[config.mk]
export PLATFORM = sky130hd
export DESIGN_NAME = adc_pll_rst_ctrl
export DESIGN_NICKNAME = d
export VERILOG_FILES = /design/src/rtl/adc_pll_ctrl_pkg.sv /design/src/rtl/adc_pll_rst_ctrl_sync_2ff.sv /design/src/rtl/adc_pll_rst_ctrl.sv
export SDC_FILE = /design/constraint.sdc
export NUM_CORES = 1
export LEC_CHECK = 0
export CORE_UTILIZATION = 30
export CTS_CLUSTER_SIZE = 20
export DETAILED_ROUTE_END_ITERATION = 8
export SYNTH_ARGS = -nofsm -noshare
export SYNTH_HDL_FRONTEND = slang
export SYNTH_SLANG_ARGS = --single-unit
[constraint.sdc]
create_clock -name refclk -period 5.6 [get_ports refclk]
set_input_delay 0.84 -clock refclk [delete_from_list [all_inputs] [get_ports refclk]]
set_output_delay 0.84 -clock refclk [all_outputs]
set_load 0.01 [all_outputs]
[src/rtl/adc_pll_ctrl_pkg.sv]
// Shared types and widths for the ADC PLL reset controller.
// Holds the controller state encoding, the retry/loss-of-lock counter
// widths and a small helper used to size the shared cycle counter.
package adc_pll_ctrl_pkg;

   localparam int RETRY_W = 2;
   localparam int LOL_W   = 8;

   typedef enum logic [2:0] {
      ST_RESET_PLL = 3'd0,
      ST_WAIT_LOCK = 3'd1,
      ST_STABLE    = 3'd2,
      ST_RUN       = 3'd3,
      ST_FAULT     = 3'd4
   } pll_state_e;

   // Largest of three cycle parameters; sizes the shared counter.
   function automatic int max3(input int a, input int b, input int c);
      int m;
      m = a;
      if (b > m) begin
         m = b;
      end else begin
         m = m;
      end
      if (c > m) begin
         m = c;
      end else begin
         m = m;
      end
      return m;
   endfunction

endpackage

[src/rtl/adc_pll_rst_ctrl_sync_2ff.sv]
// Two-flop synchronizer bringing the asynchronous PLL lock flag into the
// reference clock domain. Both stages clear on synchronous active-low reset.
module sync_2ff (
   input  logic clk,
   input  logic rst_n,
   input  logic d,
   output logic q
);

   logic meta_q;
   logic sync_q;

   // Two-stage capture of the asynchronous input.
   always_ff @(posedge clk) begin
      if (!rst_n) begin
         meta_q <= 1'b0;
         sync_q <= 1'b0;
      end else begin
         meta_q <= d;
         sync_q <= meta_q;
      end
   end

   assign q = sync_q;

endmodule

[src/rtl/adc_pll_rst_ctrl.sv]
// ADC PLL reset sequencer: pulses the PLL reset, waits for lock, requires a
// stable lock window before releasing the downstream reset, retries on lock
// timeout and parks in FAULT once the retries are used up.
// Optional feature macro: ADC_PLL_LOL_COUNTER_EN (saturating loss-of-lock
// event counter on lol_cnt; tied to zero when undefined).
module adc_pll_rst_ctrl
   import adc_pll_ctrl_pkg::*;
#(
   parameter int RST_HOLD_CYCLES     = 16,
   parameter int LOCK_STABLE_CYCLES  = 1024,
   parameter int LOCK_TIMEOUT_CYCLES = 65536,
   parameter int MAX_RETRIES         = 3
) (
   input  logic               refclk,
   input  logic               rst_n,
   input  logic               pll_locked,
   input  logic               restart,
   output logic               pll_rst,
   output logic               sys_rst_n,
   output logic               ready,
   output logic               fault,
   output logic [RETRY_W-1:0] retry_cnt,
   output logic [LOL_W-1:0]   lol_cnt
);

   localparam int CNT_MAX_VAL = max3(RST_HOLD_CYCLES, LOCK_STABLE_CYCLES, LOCK_TIMEOUT_CYCLES);
   localparam int CNT_W       = ($clog2(CNT_MAX_VAL) < 1) ? 1 : $clog2(CNT_MAX_VAL);

   localparam logic [CNT_W-1:0]   CNT_SAT     = {CNT_W{1'b1}};
   localparam logic [CNT_W-1:0]   RST_LAST    = CNT_W'(RST_HOLD_CYCLES - 1);
   localparam logic [CNT_W-1:0]   STABLE_LAST = CNT_W'(LOCK_STABLE_CYCLES - 1);
   localparam logic [CNT_W-1:0]   TMO_LAST    = CNT_W'(LOCK_TIMEOUT_CYCLES - 1);
   localparam logic [RETRY_W-1:0] RETRY_LIMIT = RETRY_W'(MAX_RETRIES);

   logic lock_s;

   pll_state_e         state_q, state_d;
   logic [CNT_W-1:0]   cnt_q, cnt_d;
   logic [RETRY_W-1:0] retry_q, retry_d;
   logic               pll_rst_q, pll_rst_d;
   logic               sys_rst_n_q, sys_rst_n_d;
   logic               ready_q, ready_d;
   logic               fault_q, fault_d;

   sync_2ff u_lock_sync (
      .clk   (refclk),
      .rst_n (rst_n),
      .d     (pll_locked),
      .q     (lock_s)
   );

   // Next-state, shared counter, retry bookkeeping and output decode.
   always_comb begin
      state_d = state_q;
      retry_d = retry_q;
      if (restart) begin
         state_d = ST_RESET_PLL;
         retry_d = {RETRY_W{1'b0}};
      end else begin
         case (state_q)
            ST_RESET_PLL: begin
               if (cnt_q == RST_LAST) begin
                  state_d = ST_WAIT_LOCK;
               end else begin
                  state_d = ST_RESET_PLL;
               end
            end
            ST_WAIT_LOCK: begin
               if (lock_s) begin
                  state_d = ST_STABLE;
               end else if (cnt_q == TMO_LAST) begin
                  if (retry_q == RETRY_LIMIT) begin
                     state_d = ST_FAULT;
                  end else begin
                     state_d = ST_RESET_PLL;
                     retry_d = retry_q + RETRY_W'(1);
                  end
               end else begin
                  state_d = ST_WAIT_LOCK;
               end
            end
            ST_STABLE: begin
               if (!lock_s) begin
                  state_d = ST_WAIT_LOCK;
               end else if (cnt_q == STABLE_LAST) begin
                  state_d = ST_RUN;
                  retry_d = {RETRY_W{1'b0}};
               end else begin
                  state_d = ST_STABLE;
               end
            end
            ST_RUN: begin
               if (!lock_s) begin
                  state_d = ST_RESET_PLL;
               end else begin
                  state_d = ST_RUN;
               end
            end
            ST_FAULT: begin
               state_d = ST_FAULT;
            end
            default: begin
               state_d = ST_RESET_PLL;
            end
         endcase
      end

      // Counter restarts on every state entry (restart re-enters RESET_PLL)
      // and holds at all-ones rather than wrapping.
      if (restart || (state_d != state_q)) begin
         cnt_d = {CNT_W{1'b0}};
      end else if (cnt_q != CNT_SAT) begin
         cnt_d = cnt_q + CNT_W'(1);
      end else begin
         cnt_d = cnt_q;
      end

      // Outputs follow the next state so they change with the state register.
      case (state_d)
         ST_RESET_PLL: begin
            pll_rst_d   = 1'b1;
            sys_rst_n_d = 1'b0;
            ready_d     = 1'b0;
            fault_d     = 1'b0;
         end
         ST_RUN: begin
            pll_rst_d   = 1'b0;
            sys_rst_n_d = 1'b1;
            ready_d     = 1'b1;
            fault_d     = 1'b0;
         end
         ST_FAULT: begin
            pll_rst_d   = 1'b1;
            sys_rst_n_d = 1'b0;
            ready_d     = 1'b0;
            fault_d     = 1'b1;
         end
         default: begin
            pll_rst_d   = 1'b0;
            sys_rst_n_d = 1'b0;
            ready_d     = 1'b0;
            fault_d     = 1'b0;
         end
      endcase
   end

   // Controller state and registered outputs.
   always_ff @(posedge refclk) begin
      if (!rst_n) begin
         state_q     <= ST_RESET_PLL;
         cnt_q       <= {CNT_W{1'b0}};
         retry_q     <= {RETRY_W{1'b0}};
         pll_rst_q   <= 1'b1;
         sys_rst_n_q <= 1'b0;
         ready_q     <= 1'b0;
         fault_q     <= 1'b0;
      end else begin
         state_q     <= state_d;
         cnt_q       <= cnt_d;
         retry_q     <= retry_d;
         pll_rst_q   <= pll_rst_d;
         sys_rst_n_q <= sys_rst_n_d;
         ready_q     <= ready_d;
         fault_q     <= fault_d;
      end
   end

   assign pll_rst   = pll_rst_q;
   assign sys_rst_n = sys_rst_n_q;
   assign ready     = ready_q;
   assign fault     = fault_q;
   assign retry_cnt = retry_q;

`ifdef ADC_PLL_LOL_COUNTER_EN
   logic             lol_event_s;
   logic [LOL_W-1:0] lol_q, lol_d;

   // A loss of lock is a lock-driven RUN exit; a restart is not counted.
   always_comb begin
      lol_event_s = (state_q == ST_RUN) && (state_d == ST_RESET_PLL) && !restart;
      if (lol_event_s && (lol_q != {LOL_W{1'b1}})) begin
         lol_d = lol_q + LOL_W'(1);
      end else begin
         lol_d = lol_q;
      end
   end

   // Saturating loss-of-lock counter, cleared only by rst_n.
   always_ff @(posedge refclk) begin
      if (!rst_n) begin
         lol_q <= {LOL_W{1'b0}};
      end else begin
         lol_q <= lol_d;
      end
   end

   assign lol_cnt = lol_q;
`else
   assign lol_cnt = {LOL_W{1'b0}};
`endif

endmodule
==> results.txt <==
The number of synthesized register bits is 26. The fraction of final layout cells with drive strength greater than 1 came out at about 15%. The first-pass detailed-route iteration total came out at 8. By area the synthesized netlist is led by sky130_fd_sc_hd__dfxtp_1 (36%), sky130_fd_sc_hd__nor3_2 (7.0%), sky130_fd_sc_hd__xnor2_1 (5.5%). The number of cells on the worst reg-to-reg path is 7. At the pin with the least slew margin, the transition time is 0.7829 ns. The first-iteration detailed-routing DRC count is 63. The flip-flop cell with the highest count after synthesis is sky130_fd_sc_hd__dfxtp_1. The routed layout has between 1,000 and 1,500 vias. The cell total after placement came out at approximately 210. The post-synthesis instance area is 1438 sq um. The most frequent standard cell in the layout excluding fill and tap cells is sky130_fd_sc_hd__dfxtp_1. The height of the die is about 70 um. Post-CTS repair changed the size of 0 cells.

The power share of the clock group is about a third. The count of final max-slew check failures came out at 0. The final hold violation count is 0. The repair_antennas step left the layout with diodes totalling 0. The clock root buffer is sky130_fd_sc_hd__clkbuf_8. In the layout the commonest cells are sky130_fd_sc_hd__dfxtp_1 (26), sky130_fd_sc_hd__nand2_1 (12), sky130_fd_sc_hd__nor3_1 (10), sky130_fd_sc_hd__nor3_2 (10). The detailed placer's ending HPWL is around 1800 um. The synthesis warning total came out at 0. STA classifies the critical path endpoint as a register.

The maximum fanout count along the critical path came out at 16. The number of nets in the layout is 170. A synthesized cell averages around 9.0 sq um. The worst clock skew on the final layout is approximately 0.0026 ns.

Setup repair after global routing left no endpoint under its margin. The initial core utilization is 32.13%. The die covers between 5000 and 6000 sq um. Counting every instance in the synthesized netlist gives 159. The analysis attributes to cell leakage a power of ~0.5 nW. The number of buffers added on ports is 9. For the worst setup path, the data required time is between 5 and 6 ns.

Yosys mapped a number of flops with a built-in enable equal to 0. The setup total negative slack came out at 0 ns. Counting every sink on the clock net gives 26. The signal on the critical path passes through clkdlybuf4s50_1, nand2b_1, or3b_1, a2111oi_2.

STA classifies the critical path startpoint as an input pin. Max-cap violations in this run came to 0. The total power per unit cell area is around 200 nW/um^2. The first global-routing pass estimated 4347 um of wire.

The longest clock path from root to sink contains 2 buffers. The sequential share of the synthesized area is 36.21%. The H-tree depth reported by CTS came out at 1. The routability congestion estimate is approximately 0.80. The arrival time at the worst endpoint is about 2.7 ns.

The total placed instance area is between 1500 and 2000 sq um. The critical path is of the input pin to register type. Dividing the final minimum period by the clock period gives between 40% and 50%.

The sequential cell fraction of total power is between 60 and 70%. The final standard cell count with taps included and fillers excluded is ~210. The cell-internal power is 0.2385 mW. 18 I/O pins were placed. The proportion of netlist area held by the largest area contributor is about 36%. The total global routing overflow is 0.

The worst register-to-register path begins at cnt_q[0]. Counting the buffers created by CTS gives 3. The number of global-route vias before repair came out at approximately 960. The number of distinct library cell variants in the gate-level netlist after synthesis came out at 43. The worst ir drop on vdd came out at ~0.000084 V. The worst-case register-to-register setup slack is approximately 3.2 ns.

The clock tree from TritonCTS is yes. Entering global routing, the biggest net connects 17 pins. The biggest area contributor in the post-synthesis netlist is sky130_fd_sc_hd__dfxtp_1. The floorplan step defined a core boundary enclosing about 4500 sq um. The run finished, with violations left. The endpoint of the lowest-slack register-to-register path is cnt_q[2]. The post-route cell area is between 1500 and 2000 sq um. The worst hold endpoint is u_lock_sync.q. The number of vias per cell after detailed routing came out at a little over 5. The critical path's largest stage delay is roughly 0.73 ns. The combinational cell fraction of total power is about 4%. The latest clock arrival within the worst-skew pair came out at about 0.27 ns. Summed over all nets, the switching power comes to about 0.064 mW.

The number of buffers inserted by post-CTS setup repair came out at 0. After clock tree synthesis, the clock-pin slew on the worst setup and hold paths is 0.08 ns. The number of nets with antenna violations after routing is 0. The area growth from synthesis to layout is 7.485%. The total number of placement rows is 24. The post-detailed-route DRC marker count came out at 1. The hold path depth is 1. The final layout contains routed wiring with a total length of between 2000 and 3000 um. The initial antenna violation count came to 0.

The launch point of the worst hold path is u_lock_sync.meta_q. In this run the worst hold path is classified as register to register. The final reports fail on DRC. Setup violations remaining at the end of the flow were counted as 0. The total global routing track utilization came out at between 10% and 20%. The fraction of registers with async set/reset came out at 0%.

The number of hold-repair buffers added at the cts stage came out at 0. The floorplan step set the die width to between 70 and 80 um. The post-layout minimum cycle time came out at ~2.5 ns. The per-cell routed wire length came out at 11.97 um. The highest clock rate came out at 396.1 MHz.

The share of total power consumed by net switching is roughly a fifth. Headroom to the max-slew limit came out at between 40% and 50%. The highest-delay cell along the critical path is sky130_fd_sc_hd__or3b_1.
[cell families after synthesis]
kind of cell	after synthesis	share of synthesized area (%)
adder cells (fa/ha/maj)	2	1.740
other	1	0.2608
AO/OA/AOI/OAI	19	10.10
AND/OR/NAND/NOR	80	35.51
XOR/XNOR	11	6.702
multiplexers	1	0.6963
buffers and inverters	19	8.790
flip-flops	26	36.21
[per-layer routing]
| metal | vias to the layer above | share of wire (%) | wire length [um] | GRT usage (%) |
|---|---|---|---|---|
| met4 | 0 | 1.3 | 34 | 4.222 |
| met2 | 18 | 44 | 1119 | 15.87 |
| met1 | 511 | 51 | 1316 | 14.99 |
| met3 | 5 | 3.6 | 91 | 3.376 |
| li1 | 553 | - | - | - |
| met5 | - | 0 | 0 | 0 |
[stage by stage]
stage / utilization (%) / setup slack (ns) / hold slack [ns] / power [mW]
4_1_cts: 34.54 / 3.063 / 0.4531 / 0.3083
6_report: 34.54 / 3.076 / 0.4468 / 0.3023
3_3_place_gp: 33.61 / 2.823 / 0.4160 / 0.2033
5_1_grt: 34.54 / 2.912 / 0.4753 / 0.3195
2_1_floorplan: - / 3.625 / 0.4118 / 0.2042
3_5_place_dp: 33.61 / 2.785 / 0.4218 / 0.2033
[critical path, delay by kind of cell]
kind / cells / cell delay [ns]
and+or+nand+nor: 2 / 0.98
AOI/OAI and AO/OA: 1 / 0.38
buffers and inverters: 1 / 0.48
[power groups by stage]
stage,logic (mW),clock network [mW],registers [mW]
after floorplan,0.0129,0,0.191
after global placement,0.0118,0,0.192
after detailed placement,0.0118,0,0.192
after CTS,0.0118,0.109,0.187
after global routing,0.0133,0.119,0.187
final,0.0117,0.103,0.187
[flip-flops by register name, summed over array words and instances (netlist names)]
signal / cells
pll_rst: 1
cnt_q: 16
retry_cnt: 2
ready: 1
fault: 1
u_lock_sync.q: 1
u_lock_sync.meta_q: 1
state_q: 3
[cell type report]
type                    instances  area, sq um
fillers                       455         2929
multi-input cells             121        817.0
flip-flops and latches         26        520.5
repair buffers                  9        90.09
well taps                      52        65.06
clock buffers                   3        41.29
inverters                       3        11.26
[synth_stat cells (all sizes together), types with 3 or more instances]
master,instances
a21oi,9
and3,3
and4,3
buf,14
dfxtp,26
inv,3
nand2,12
nand3,8
nand4,3
nor2,9
nor3,20
nor4,6
nor4b,3
o21ai,3
xnor2,9
[how the worst max path moves through the flow]
stage / end / startpoint / cells after the start
after CTS: cnt_q[8] / restart / 4
after global routing: cnt_q[8] / restart / 4
after global placement: cnt_q[8] / restart / 4
after detailed placement: cnt_q[8] / restart / 4
after floorplan: cnt_q[10] / cnt_q[0] / 10
final: cnt_q[8] / restart / 4
Power figures use the tool's default switching activity.
